## src/rtl/otter_bp_pkg.sv

```systemverilog
// Shared types and address-split helpers for the OTTER branch target buffer.
// Helpers work on a widest-case address so any XLEN up to 64 can use them.
package otter_bp_pkg;

  localparam int BP_MAX_XLEN     = 64;
  localparam int BP_MAX_CTR_BITS = 4;

  // MSB-aligned: the top CTR_BITS bits give 2^(CTR_BITS-1) for any width 1..4
  localparam logic [BP_MAX_CTR_BITS-1:0] CTR_WEAK_TAKEN = 4'b1000;

  typedef logic [BP_MAX_XLEN-1:0] bp_addr_t;

  typedef enum logic [1:0] {
    CTR_INC,
    CTR_DEC,
    CTR_SET_MAX,
    CTR_SET_WEAK
  } ctr_op_e;

  typedef struct packed {
    logic                       valid;
    bp_addr_t                   tag;
    bp_addr_t                   target;
    logic [BP_MAX_CTR_BITS-1:0] ctr;
  } bp_entry_t;

  function automatic bp_addr_t bp_index(input bp_addr_t pc, input int idx_w);
    return (pc >> 2) & ((bp_addr_t'(1) << idx_w) - bp_addr_t'(1));
  endfunction

  function automatic bp_addr_t bp_tag(input bp_addr_t pc, input int idx_w, input int tag_w);
    return (pc >> (idx_w + 2)) & ((bp_addr_t'(1) << tag_w) - bp_addr_t'(1));
  endfunction

endpackage

```

## src/rtl/otter_branch_predictor_if.sv

```systemverilog
// Fetch-side lookup and execute-side update bundle for the branch predictor.
interface otter_branch_predictor_if #(
  parameter int XLEN = 32
);
  logic            FLUSH;
  logic [XLEN-1:0] LOOKUP_PC;
  logic            PRED_HIT;
  logic            PRED_TAKEN;
  logic [XLEN-1:0] PRED_NEXT_PC;
  logic            UPD_VALID;
  logic [XLEN-1:0] UPD_PC;
  logic            UPD_TAKEN;
  logic [XLEN-1:0] UPD_TARGET;
  logic            UPD_UNCOND;

  modport master (
    output FLUSH, LOOKUP_PC, UPD_VALID, UPD_PC, UPD_TAKEN, UPD_TARGET, UPD_UNCOND,
    input  PRED_HIT, PRED_TAKEN, PRED_NEXT_PC
  );

  modport slave (
    input  FLUSH, LOOKUP_PC, UPD_VALID, UPD_PC, UPD_TAKEN, UPD_TARGET, UPD_UNCOND,
    output PRED_HIT, PRED_TAKEN, PRED_NEXT_PC
  );
endinterface

```

## src/rtl/otter_sat_counter.sv

```systemverilog
// Combinational next-value for a saturating direction counter.
module otter_sat_counter
  import otter_bp_pkg::*;
#(
  parameter int CTR_BITS = 2
) (
  input  logic [CTR_BITS-1:0] ctr,
  input  ctr_op_e             op,
  output logic [CTR_BITS-1:0] ctr_next
);

  localparam logic [CTR_BITS-1:0] CTR_MAX  = '1;
  localparam logic [CTR_BITS-1:0] CTR_WEAK = CTR_WEAK_TAKEN[BP_MAX_CTR_BITS-1 -: CTR_BITS];

  function automatic logic [CTR_BITS-1:0] sat_inc(input logic [CTR_BITS-1:0] v);
    return (v == CTR_MAX) ? v : v + CTR_BITS'(1);
  endfunction

  function automatic logic [CTR_BITS-1:0] sat_dec(input logic [CTR_BITS-1:0] v);
    return (v == '0) ? v : v - CTR_BITS'(1);
  endfunction

  always_comb begin
    ctr_next = ctr;
    unique case (op)
      CTR_INC:      ctr_next = sat_inc(ctr);
      CTR_DEC:      ctr_next = sat_dec(ctr);
      CTR_SET_MAX:  ctr_next = CTR_MAX;
      CTR_SET_WEAK: ctr_next = CTR_WEAK;
    endcase
  end

endmodule

```

## src/rtl/otter_branch_predictor.sv

```systemverilog
// Direct-mapped BTB with saturating-counter direction prediction.
// Lookup is zero-latency from registered state; updates land at the next edge.
module otter_branch_predictor
  import otter_bp_pkg::*;
#(
  parameter int XLEN     = 32,
  parameter int ENTRIES  = 16,
  parameter int TAG_W    = 8,
  parameter int CTR_BITS = 2
) (
  input logic                     CLK,
  input logic                     RESET,
  otter_branch_predictor_if.slave bp
);

  localparam int IDX_W = $clog2(ENTRIES);

  logic [ENTRIES-1:0]  valid_q;
  logic [TAG_W-1:0]    tag_q    [ENTRIES];
  logic [XLEN-1:0]     target_q [ENTRIES];
  logic [CTR_BITS-1:0] ctr_q    [ENTRIES];

  bp_addr_t         lk_pc, up_pc;
  logic [IDX_W-1:0] lk_idx, up_idx;
  bp_entry_t        lk_ent, up_ent;
  logic             lk_hit, lk_taken, up_hit;
  logic             upd_go, upd_we, upd_alloc, upd_tgt_we;
  ctr_op_e          ctr_op;
  logic [CTR_BITS-1:0] ctr_next;
  logic             unused_bits;

  assign lk_pc  = bp_addr_t'(bp.LOOKUP_PC);
  assign up_pc  = bp_addr_t'(bp.UPD_PC);
  assign lk_idx = IDX_W'(bp_index(lk_pc, IDX_W));
  assign up_idx = IDX_W'(bp_index(up_pc, IDX_W));

  always_comb begin
    lk_ent = '{valid:  valid_q[lk_idx],
               tag:    bp_addr_t'(tag_q[lk_idx]),
               target: bp_addr_t'(target_q[lk_idx]),
               ctr:    BP_MAX_CTR_BITS'(ctr_q[lk_idx])};
    up_ent = '{valid:  valid_q[up_idx],
               tag:    bp_addr_t'(tag_q[up_idx]),
               target: bp_addr_t'(target_q[up_idx]),
               ctr:    BP_MAX_CTR_BITS'(ctr_q[up_idx])};
  end

  // Wide decoded views carry zero-extension bits that nothing consumes
  assign unused_bits = ^{lk_ent, up_ent};

  assign lk_hit   = lk_ent.valid && (lk_ent.tag == bp_tag(lk_pc, IDX_W, TAG_W));
  assign lk_taken = lk_hit && ctr_q[lk_idx][CTR_BITS-1];

  assign bp.PRED_HIT     = lk_hit;
  assign bp.PRED_TAKEN   = lk_taken;
  assign bp.PRED_NEXT_PC = lk_taken ? target_q[lk_idx] : bp.LOOKUP_PC + XLEN'(4);

  // An update arriving with RESET or FLUSH is dropped outright
  assign up_hit     = up_ent.valid && (up_ent.tag == bp_tag(up_pc, IDX_W, TAG_W));
  assign upd_go     = bp.UPD_VALID && !RESET && !bp.FLUSH;
  assign upd_alloc  = upd_go && !up_hit && bp.UPD_TAKEN;
  assign upd_we     = upd_alloc || (upd_go && up_hit);
  assign upd_tgt_we = upd_we && (bp.UPD_TAKEN || bp.UPD_UNCOND);

  always_comb begin
    if (bp.UPD_UNCOND)    ctr_op = CTR_SET_MAX;
    else if (!up_hit)     ctr_op = CTR_SET_WEAK;
    else if (bp.UPD_TAKEN) ctr_op = CTR_INC;
    else                  ctr_op = CTR_DEC;
  end

  otter_sat_counter #(.CTR_BITS(CTR_BITS)) u_ctr (
    .ctr      (ctr_q[up_idx]),
    .op       (ctr_op),
    .ctr_next (ctr_next)
  );

  always_ff @(posedge CLK) begin
    if (RESET || bp.FLUSH) valid_q <= '0;
    else if (upd_alloc)    valid_q[up_idx] <= 1'b1;
  end

  // Payload is meaningless while invalid, so it carries no reset
  always_ff @(posedge CLK) begin
    if (upd_we) begin
      tag_q[up_idx] <= TAG_W'(bp_tag(up_pc, IDX_W, TAG_W));
      ctr_q[up_idx] <= ctr_next;
    end
    if (upd_tgt_we) target_q[up_idx] <= bp.UPD_TARGET;
  end

endmodule

```

## src/flat_wrapper.sv

```systemverilog
// flat-port wrapper written by rule: the top's interface ports become plain ports
module otter_branch_predictor_flat import otter_bp_pkg::*;
#(
  parameter int XLEN     = 32,
  parameter int ENTRIES  = 16,
  parameter int TAG_W    = 8,
  parameter int CTR_BITS = 2
)
  (CLK, RESET, bp_FLUSH, bp_LOOKUP_PC, bp_UPD_VALID, bp_UPD_PC, bp_UPD_TAKEN, bp_UPD_TARGET, bp_UPD_UNCOND, bp_PRED_HIT, bp_PRED_TAKEN, bp_PRED_NEXT_PC);
  otter_branch_predictor_if #(.XLEN(XLEN)) bp_i ();
  input logic CLK;
  input logic RESET;
  input wire logic [$bits(bp_i.FLUSH)-1:0] bp_FLUSH;
  input wire logic [$bits(bp_i.LOOKUP_PC)-1:0] bp_LOOKUP_PC;
  input wire logic [$bits(bp_i.UPD_VALID)-1:0] bp_UPD_VALID;
  input wire logic [$bits(bp_i.UPD_PC)-1:0] bp_UPD_PC;
  input wire logic [$bits(bp_i.UPD_TAKEN)-1:0] bp_UPD_TAKEN;
  input wire logic [$bits(bp_i.UPD_TARGET)-1:0] bp_UPD_TARGET;
  input wire logic [$bits(bp_i.UPD_UNCOND)-1:0] bp_UPD_UNCOND;
  output wire logic [$bits(bp_i.PRED_HIT)-1:0] bp_PRED_HIT;
  output wire logic [$bits(bp_i.PRED_TAKEN)-1:0] bp_PRED_TAKEN;
  output wire logic [$bits(bp_i.PRED_NEXT_PC)-1:0] bp_PRED_NEXT_PC;
  assign bp_i.FLUSH = bp_FLUSH;
  assign bp_i.LOOKUP_PC = bp_LOOKUP_PC;
  assign bp_i.UPD_VALID = bp_UPD_VALID;
  assign bp_i.UPD_PC = bp_UPD_PC;
  assign bp_i.UPD_TAKEN = bp_UPD_TAKEN;
  assign bp_i.UPD_TARGET = bp_UPD_TARGET;
  assign bp_i.UPD_UNCOND = bp_UPD_UNCOND;
  assign bp_PRED_HIT = bp_i.PRED_HIT;
  assign bp_PRED_TAKEN = bp_i.PRED_TAKEN;
  assign bp_PRED_NEXT_PC = bp_i.PRED_NEXT_PC;
  otter_branch_predictor #(.XLEN(XLEN), .ENTRIES(ENTRIES), .TAG_W(TAG_W), .CTR_BITS(CTR_BITS)) u_core (.CLK(CLK), .RESET(RESET), .bp(bp_i));
endmodule
```

## config.mk

```make
export PLATFORM = sky130hd
export DESIGN_NAME = otter_branch_predictor_flat
export DESIGN_NICKNAME = d
export VERILOG_FILES = /design/src/rtl/otter_bp_pkg.sv /design/src/rtl/otter_branch_predictor_if.sv /design/src/rtl/otter_sat_counter.sv /design/src/rtl/otter_branch_predictor.sv /design/src/flat_wrapper.sv
export SDC_FILE = /design/constraint.sdc
export NUM_CORES = 1
export LEC_CHECK = 0
export ABC_AREA = 1
export BUFFER_PORTS_ARGS = -buffer_cell sky130_fd_sc_hd__buf_4
export CORE_AREA = 5 5 280 282
export DETAILED_ROUTE_END_ITERATION = 10
export DIE_AREA = 0 0 285 287
export PLACE_DENSITY_LB_ADDON = 0.05
export SYNTH_ARGS = -nofsm -noshare
export SYNTH_HDL_FRONTEND = slang
export SYNTH_SLANG_ARGS = --single-unit
```

## constraint.sdc

```tcl
create_clock -name CLK -period 4.2 [get_ports CLK]
set_input_delay 1.26 -clock CLK [delete_from_list [all_inputs] [get_ports CLK]]
set_output_delay 1.26 -clock CLK [all_outputs]
set_load 0.05 [all_outputs]
```

==> impl_metrics.env, run 1 <==
export IMPL_status="finished, violations left"
export IMPL_violations="negative setup slack"
export IMPL_setup_ws_ns=-0.525
export IMPL_clock_sinks=688
export IMPL_worst_slew_pin_slew_ns=1.10
export IMPL_critPathLaunchType="input pin"
export IMPL_synth_top_cell_by_area="edfxtp_1"
export IMPL_wl_per_cell_um=24.3
export IMPL_final_util_pct=49.8
export IMPL_nets=3087
export IMPL_worstPathMaxFanout=10
export IMPL_grtUsageTotal_pct=22.9
export IMPL_reg2reg_to="u_core.tag_q[3][1]"
export IMPL_yosys_warnings=0
export IMPL_slew_headroom_pct=26.7
export IMPL_coreArea_um2=75400
export IMPL_dp_cells=3866
export IMPL_cts_made_buffers=77
export IMPL_rsz0062_at_grt="true"
export IMPL_synthTopCellsByCount="edfxtp_1 (672), nand2_1 (537), nor2_1 (400)"
export IMPL_worstHoldStart="u_core.valid_q[12]"
export IMPL_synthTopCellsByArea="edfxtp_1 (67%), nand2_1 (6.7%), o21ai_0 (5.6%)"
export IMPL_yosysMostFrequentCell="edfxtp_1"
export IMPL_criticalPathCategory="input pin to output pin"
export IMPL_fill_cells=6701
export IMPL_rows=101
export IMPL_crit_arrival_ns=3.47
export IMPL_seq_area_frac_synth_pct=68.3
export IMPL_drc=0
export IMPL_comb_power_share_pct=8.6
export IMPL_r2r_cells=17
export IMPL_r2r_start="u_core.tag_q[7][2]"
export IMPL_dpl_hpwl_um=60000
export IMPL_viasPerCell=5.48
export IMPL_seqPwrFrac_pct=48.2
export IMPL_p_clk_share_pct=43.2
export IMPL_hold_viol=0
export IMPL_min_path_cells=2
export IMPL_irDropWorstVdd_v=0.000302
export IMPL_cts_root_buf="clkbuf_16"
export IMPL_final_area_um2=37600
export IMPL_total_power_mw=15.7
export IMPL_critPathCaptureType="output pin"
export IMPL_grt_first_pass_wirelength_um=141000
export IMPL_synth_seq_cells=688
export IMPL_io_pins=136
export IMPL_p_switching_mw=3.72
export IMPL_first_global_vias=21533
export IMPL_leakage_nw=13.5
export IMPL_drv_slew=0
export IMPL_worstPathRequired_ns=2.94
export IMPL_p_per_area_nw_per_um2=417
export IMPL_drt_total_wl_um=97600
export IMPL_post_synth_instance_area_um2=30000
export IMPL_drv_cap=0
export IMPL_syn_inst=2727
export IMPL_dr_total_vias=22063
export IMPL_synth_ff_type="edfxtp_1"
export IMPL_die_area_um2=81800
export IMPL_synth_edf_count=672
export IMPL_placedInstanceArea_um2=34300
export IMPL_fin_crit_sh_pct=113
export IMPL_grt_max_degree=113
export IMPL_cts_tree="yes"
export IMPL_ctsHtreeMaxLevel=3
export IMPL_fin_crit_ns=4.73
export IMPL_hold_buffers=0
export IMPL_synth_area_per_cell_um2=11.0
export IMPL_clk_pin_slew_ns=0.06
export IMPL_final_cells=4023
export IMPL_synth_net_count=2830
export IMPL_dr_pass1_iters=7
export IMPL_intPower_mw=12.0
export IMPL_skew_ns=0.0324
export IMPL_clk_insertion_delay_late_ns=0.63
export IMPL_setup_violations=34
export IMPL_min_to="u_core.valid_q[12]"
export IMPL_clk_path_buf_depth=3
export IMPL_worstHoldPathType="register to register"
export IMPL_layout_drive_gt1_share_pct=19.3
export IMPL_ant_nets=0
export IMPL_ys_types=41
export IMPL_place_gp_congestion=0.862
export IMPL_swShare_pct=23.7
export IMPL_antenna_found_initial=3
export IMPL_async_flop_share_pct=0
export IMPL_syn2layout_area_growth_pct=25.3
export IMPL_overflow=0
export IMPL_synth_top_cell_area_share_pct=67.3
export IMPL_reg2reg_slack_ns=1.45
export IMPL_drt_iter0_markers=1997
export IMPL_start_util_pct=39.8
export IMPL_fmax_mhz=212
export IMPL_chipHeight_um=287
export IMPL_hold_ws_ns=0.472
export IMPL_port_buffers=115
export IMPL_die_x_um=285
-- cell type report --
cell class | count | area (um^2) | share of cell area (%)
antenna | 2 | 5.00 | 0.0133
clock inverter | 43 | 469 | 1.25
inverter | 117 | 463 | 1.23
clock buffer | 95 | 2070 | 5.50
sequential | 688 | 20500 | 54.5
timing repair buffer | 346 | 4060 | 10.8
multi-input combinational | 1754 | 8790 | 23.4
tap | 978 | 1220 | 3.26
-- power by group through the flow --
stage	combinational, mW	sequential [mW]	clock (mW)
finish	1.36	7.55	6.78
detailed placement	1.29	7.70	0
CTS	1.31	7.55	6.90
floorplan	0.685	7.70	0
global route	1.47	7.55	7.20
global placement	1.27	7.70	0
-- through the flow --
step	setup TNS (ns)	setup WS (ns)
finish	-15.81	-0.525
global route	-20.65	-0.673
CTS	-13.75	-0.469
detailed placement	-18.98	-0.640
global placement	-19.81	-0.627
floorplan	-0.172	-0.0589
-- sequential cells by signal (all words and copies together), names as in the netlist --
| register | count |
|---|---|
| u_core.ctr_q | 32 |
| u_core.tag_q | 128 |
| u_core.target_q | 512 |
| u_core.valid_q | 16 |
-- how the worst max path moves through the flow --
stage               startpoint             endpoint  depth (start not counted)  slack, ns
6_report       bp_LOOKUP_PC[2]  bp_PRED_NEXT_PC[10]                         17      -0.53
4_1_cts        bp_LOOKUP_PC[2]  bp_PRED_NEXT_PC[31]                         14      -0.47
3_3_place_gp   bp_LOOKUP_PC[2]  bp_PRED_NEXT_PC[10]                         17      -0.63
2_1_floorplan  bp_LOOKUP_PC[3]  bp_PRED_NEXT_PC[29]                         12      -0.06
5_1_grt        bp_LOOKUP_PC[2]   bp_PRED_NEXT_PC[5]                         18      -0.67
3_5_place_dp   bp_LOOKUP_PC[2]  bp_PRED_NEXT_PC[30]                         15      -0.64
-- metal layers --
layer	track usage [%]	share of wire (%)	vias up
li1	-	-	10220
met4	5.89	2.1	2
met3	3.12	5.9	103
met1	31.7	44	11036
met5	0	0.010	-
met2	38.3	48	702
-- cells in the final DEF (no fill, tap or decap), types with 4 or more instances in the layout --
cell and n:
inv_2 11, nor2_4 21, xnor2_1 4, nor2_1 382
clkinv_1 12, clkbuf_1 13, o21ai_0 329, nand3_4 4
nor3_1 4, nand2_1 492, xor2_1 19, nand3_1 131
clkbuf_16 89, a21oi_1 65, nor2_2 12, dfxtp_1 16
o21ai_1 28, o22ai_1 77, nand2_2 16, nand4_1 10
clkinvlp_4 4, inv_1 99, buf_6 19, bufinv_16 7
o221ai_1 51, edfxtp_1 672, nand3_2 9, o211ai_1 30
nand2_4 33, a22oi_1 18, clkinv_2 15, buf_4 215
buf_8 16, buf_12 83
-- timing repair --
action	4_1_cts	5_1_grt
endpoints found under the setup margin	34	34
setup buffers	2	3
pin swaps	8	7
cloned	0	12
resized for setup	45	81
-- worst max-delay path, cell delays in order --
cell and delay [ns]:
buf_16 0.14, inv_16 0.07, buf_12 0.15, buf_12 0.13
o21ai_0 0.16, o211ai_1 0.13, nand3_2 0.11, nand2_1 0.06
nand2_1 0.07, and3_1 0.15, nand2_1 0.08, nor2_4 0.18
buf_12 0.16, clkbuf_16 0.17, nand3_1 0.11, nand2_4 0.13
buf_8 0.16
-- cell families after synthesis --
kind of cell / after synthesis / share of synthesized area (%)
and+or+nand+nor: 1125 / 15.2
DFF: 688 / 68.3
AOI/OAI and AO/OA: 603 / 11.5
buffers and inverters: 285 / 4.17
xor gates and xnor gates: 25 / 0.730
adders and majority gates: 1 / 0.0417
(Power assumes the default switching activity.)
==> run 2: changes to the inputs <==
--- a/config.mk
+++ b/config.mk
@@ -5,11 +5,10 @@
 export SDC_FILE = /design/constraint.sdc
 export NUM_CORES = 1
 export LEC_CHECK = 0
-export ABC_AREA = 1
 export BUFFER_PORTS_ARGS = -buffer_cell sky130_fd_sc_hd__buf_4
-export CORE_AREA = 5 5 280 282
+export CORE_AREA = 5 5 275 277
 export DETAILED_ROUTE_END_ITERATION = 10
-export DIE_AREA = 0 0 285 287
+export DIE_AREA = 0 0 280 282
 export PLACE_DENSITY_LB_ADDON = 0.05
 export SYNTH_ARGS = -nofsm -noshare
 export SYNTH_HDL_FRONTEND = slang
==> run 2 against run 1 <==
  * Largest cell class unchanged
  * Global-route usage shrank 2.8 points
  * Die area shrank 3.5%
  * The flow still finishes with violations (negative setup slack)
  * Setup slack lost 0.58 ns
==> impl_metrics.env, run 2 <==
export IMPL_total_power_mw=15.5
export IMPL_r2r_start="u_core.tag_q[11][2]"
export IMPL_p_switching_mw=3.29
export IMPL_cts_root_buf="clkbuf_16"
export IMPL_setup_ws_ns=-1.11
export IMPL_violations="negative setup slack"
export IMPL_start_util_pct=39.8
export IMPL_drv_cap=0
export IMPL_nets=1757
export IMPL_fin_crit_sh_pct=126
export IMPL_clk_pin_slew_ns=0.06
export IMPL_synth_area_per_cell_um2=21.4
export IMPL_worstPathMaxFanout=8
export IMPL_first_global_vias=15691
export IMPL_synth_seq_cells=688
export IMPL_coreArea_um2=72600
export IMPL_critPathSlowestCell="mux2_4"
export IMPL_seqPwrFrac_pct=48.6
export IMPL_leakage_nw=12.0
export IMPL_layout_common_cells="edfxtp_1 (672), mux4_2 (239), buf_4 (199)"
export IMPL_place_gp_congestion=0.771
export IMPL_fmax_mhz=188
export IMPL_port_buffers=115
export IMPL_hold_viol=0
export IMPL_clock_sinks=688
export IMPL_wl_per_cell_um=29.6
export IMPL_clk_path_buf_depth=3
export IMPL_drc=0
export IMPL_crit_arrival_ns=4.05
export IMPL_dr_total_vias=15010
export IMPL_cts_made_buffers=78
export IMPL_worstPathRequired_ns=2.94
export IMPL_r2r_cells=10
export IMPL_die_area_um2=79000
export IMPL_skew_ns=0.0229
export IMPL_synth_top_cell_by_area="edfxtp_1"
export IMPL_drt_total_wl_um=79100
export IMPL_reg2reg_to="u_core.target_q[4][25]"
export IMPL_drt_iter0_markers=1296
export IMPL_ant_nets=0
export IMPL_crit_chain="clkbuf_16 > buf_8 > buf_16 > buf_12 > mux2i_1 > a22oi_1 > nand4_1 > mux2_4 > a2111oi_4 > nand4_4 > buf_12 > buf_16 > mux2_4 > buf_6"
export IMPL_async_flop_share_pct=0
export IMPL_io_pins=136
export IMPL_dpl_hpwl_um=50300
export IMPL_status="finished, violations left"
export IMPL_fin_crit_ns=5.31
export IMPL_critPathCaptureType="output pin"
export IMPL_synthTopCellsByCount="edfxtp_1 (672), mux4_2 (237), nand2_1 (43)"
export IMPL_yosysMostFrequentCell="edfxtp_1"
export IMPL_die_x_um=280
export IMPL_intPower_mw=12.3
export IMPL_slew_headroom_pct=40.8
export IMPL_drv_slew=0
export IMPL_synth_top_cell_area_share_pct=69.8
export IMPL_layout_drive_gt1_share_pct=43.4
export IMPL_rsz0062_at_grt="true"
export IMPL_syn2layout_area_growth_pct=24.8
export IMPL_worstHoldPathType="register to register"
export IMPL_grt_max_degree=41
export IMPL_top_register="u_core.target_q"
export IMPL_worstHoldStart="u_core.valid_q[2]"
export IMPL_overflow=0
export IMPL_p_clk_share_pct=44.5
export IMPL_min_to="u_core.valid_q[2]"
export IMPL_antenna_found_initial=1
export IMPL_final_util_pct=49.7
export IMPL_antenna_cells=0
export IMPL_chipHeight_um=282
export IMPL_irDropWorstVdd_v=0.000244
export IMPL_synth_net_count=1453
export IMPL_min_path_cells=2
export IMPL_cts_tree="yes"
export IMPL_ys_types=54
export IMPL_post_synth_instance_area_um2=28900
export IMPL_setup_violations=34
export IMPL_p_per_area_nw_per_um2=431
export IMPL_largest_reg_flops=512
export IMPL_yosys_warnings=0
export IMPL_synth_ff_type="edfxtp_1"
export IMPL_ctsHtreeMaxLevel=3
export IMPL_grtUsageTotal_pct=20.1
export IMPL_slowest_delay_ns=0.38
export IMPL_dr_pass1_iters=5
export IMPL_seq_area_frac_synth_pct=70.9
export IMPL_top_regs="u_core.target_q (512), u_core.tag_q (128), u_core.ctr_q (32)"
export IMPL_synth_edf_count=672
export IMPL_swShare_pct=21.2
export IMPL_worst_slew_pin_slew_ns=0.888
export IMPL_reg2reg_slack_ns=0.86
export IMPL_rows=99
export IMPL_clk_insertion_delay_late_ns=0.61
export IMPL_viasPerCell=5.61
export IMPL_synthTopCellsByArea="edfxtp_1 (70%), mux4_2 (18%), mux2_4 (1.5%)"
export IMPL_syn_inst=1350
export IMPL_mostFrequentLayoutCell="edfxtp_1"
export IMPL_comb_power_share_pct=6.9
export IMPL_criticalPathCategory="input pin to output pin"
export IMPL_grt_first_pass_wirelength_um=114000
export IMPL_critPathLaunchType="input pin"
[run 2: stage by stage]
step | cells | setup TNS [ns] | instance area, um^2 | hold slack [ns] | setup WS (ns)
final | 2675 | -36.01 | 36100 | 0.474 | -1.11
after global routing | 2675 | -38.07 | 36100 | 0.503 | -1.16
after CTS | 2673 | -35.51 | 36000 | 0.479 | -1.11
after detailed placement | 2518 | -266.60 | 33000 | 0.469 | -1.21
after global placement | 2518 | -270.68 | 33000 | 0.458 | -1.22
after floorplan | 1350 | -141.31 | 29400 | 0.434 | -0.553
[run 2: worst max path at each step]
| stage | from | end | slack, ns |
|---|---|---|---|
| global placement | bp_LOOKUP_PC[3] | bp_PRED_NEXT_PC[18] | -1.22 |
| finish | bp_LOOKUP_PC[3] | bp_PRED_NEXT_PC[8] | -1.11 |
| CTS | bp_LOOKUP_PC[3] | bp_PRED_NEXT_PC[18] | -1.11 |
| detailed placement | bp_LOOKUP_PC[3] | bp_PRED_NEXT_PC[18] | -1.21 |
| floorplan | bp_LOOKUP_PC[3] | bp_PRED_NEXT_PC[2] | -0.55 |
| global route | bp_LOOKUP_PC[3] | bp_PRED_NEXT_PC[18] | -1.16 |
[run 2: layer usage]
metal	up-vias	routed length (um)	share of wire (%)	global-route usage, %
met5	-	12	0.015	0
met4	2	1340	1.7	4.53
met3	94	4800	6.1	3.89
met2	460	37200	47	31.5
li1	6355	-	-	-
met1	8099	35800	45	29.6
[run 2: cells by family after synthesis]
kind of cell	after synthesis	synth area share (%)
xor gates and xnor gates	47	1.42
buffers and inverters	93	1.61
adders and majority gates	3	0.112
AOI/OAI and AO/OA	61	1.51
DFF	688	70.9
muxes	312	21.9
and+or+nand+nor	146	2.56
[run 2: layout make-up]
class / count / area [um^2]
fill: 6015 / 36500
sequential: 688 / 20500
multi-input combinational: 569 / 8370
timing repair buffer: 306 / 3380
clock buffer: 95 / 2120
tap: 959 / 1200
clock inverter: 47 / 497
inverter: 11 / 43.8
[run 2: critical path: cells and delay by family]
family | cells | cell delay (ns)
buf+inv | 7 | 1.08
mux | 3 | 0.83
simple gates | 2 | 0.36
compound gates | 2 | 0.51
[run 2: power groups by stage]
stage,logic [mW],clock network [mW],registers [mW]
global route,1.14,7.40,7.56
detailed placement,1.05,0,7.70
global placement,1.04,0,7.70
CTS,1.08,7.09,7.56
floorplan,0.600,0,7.70
finish,1.07,6.92,7.56
[run 2: timing repair]
| action | CTS | global route |
|---|---|---|
| endpoints found under the setup margin | 34 | 34 |
| gates resized for setup | 61 | 8 |
| pin swaps | 10 | 1 |
| buffers inserted | 9 | 1 |
| gates cloned | 4 | 1 |
| hold buffers | 0 | 0 |
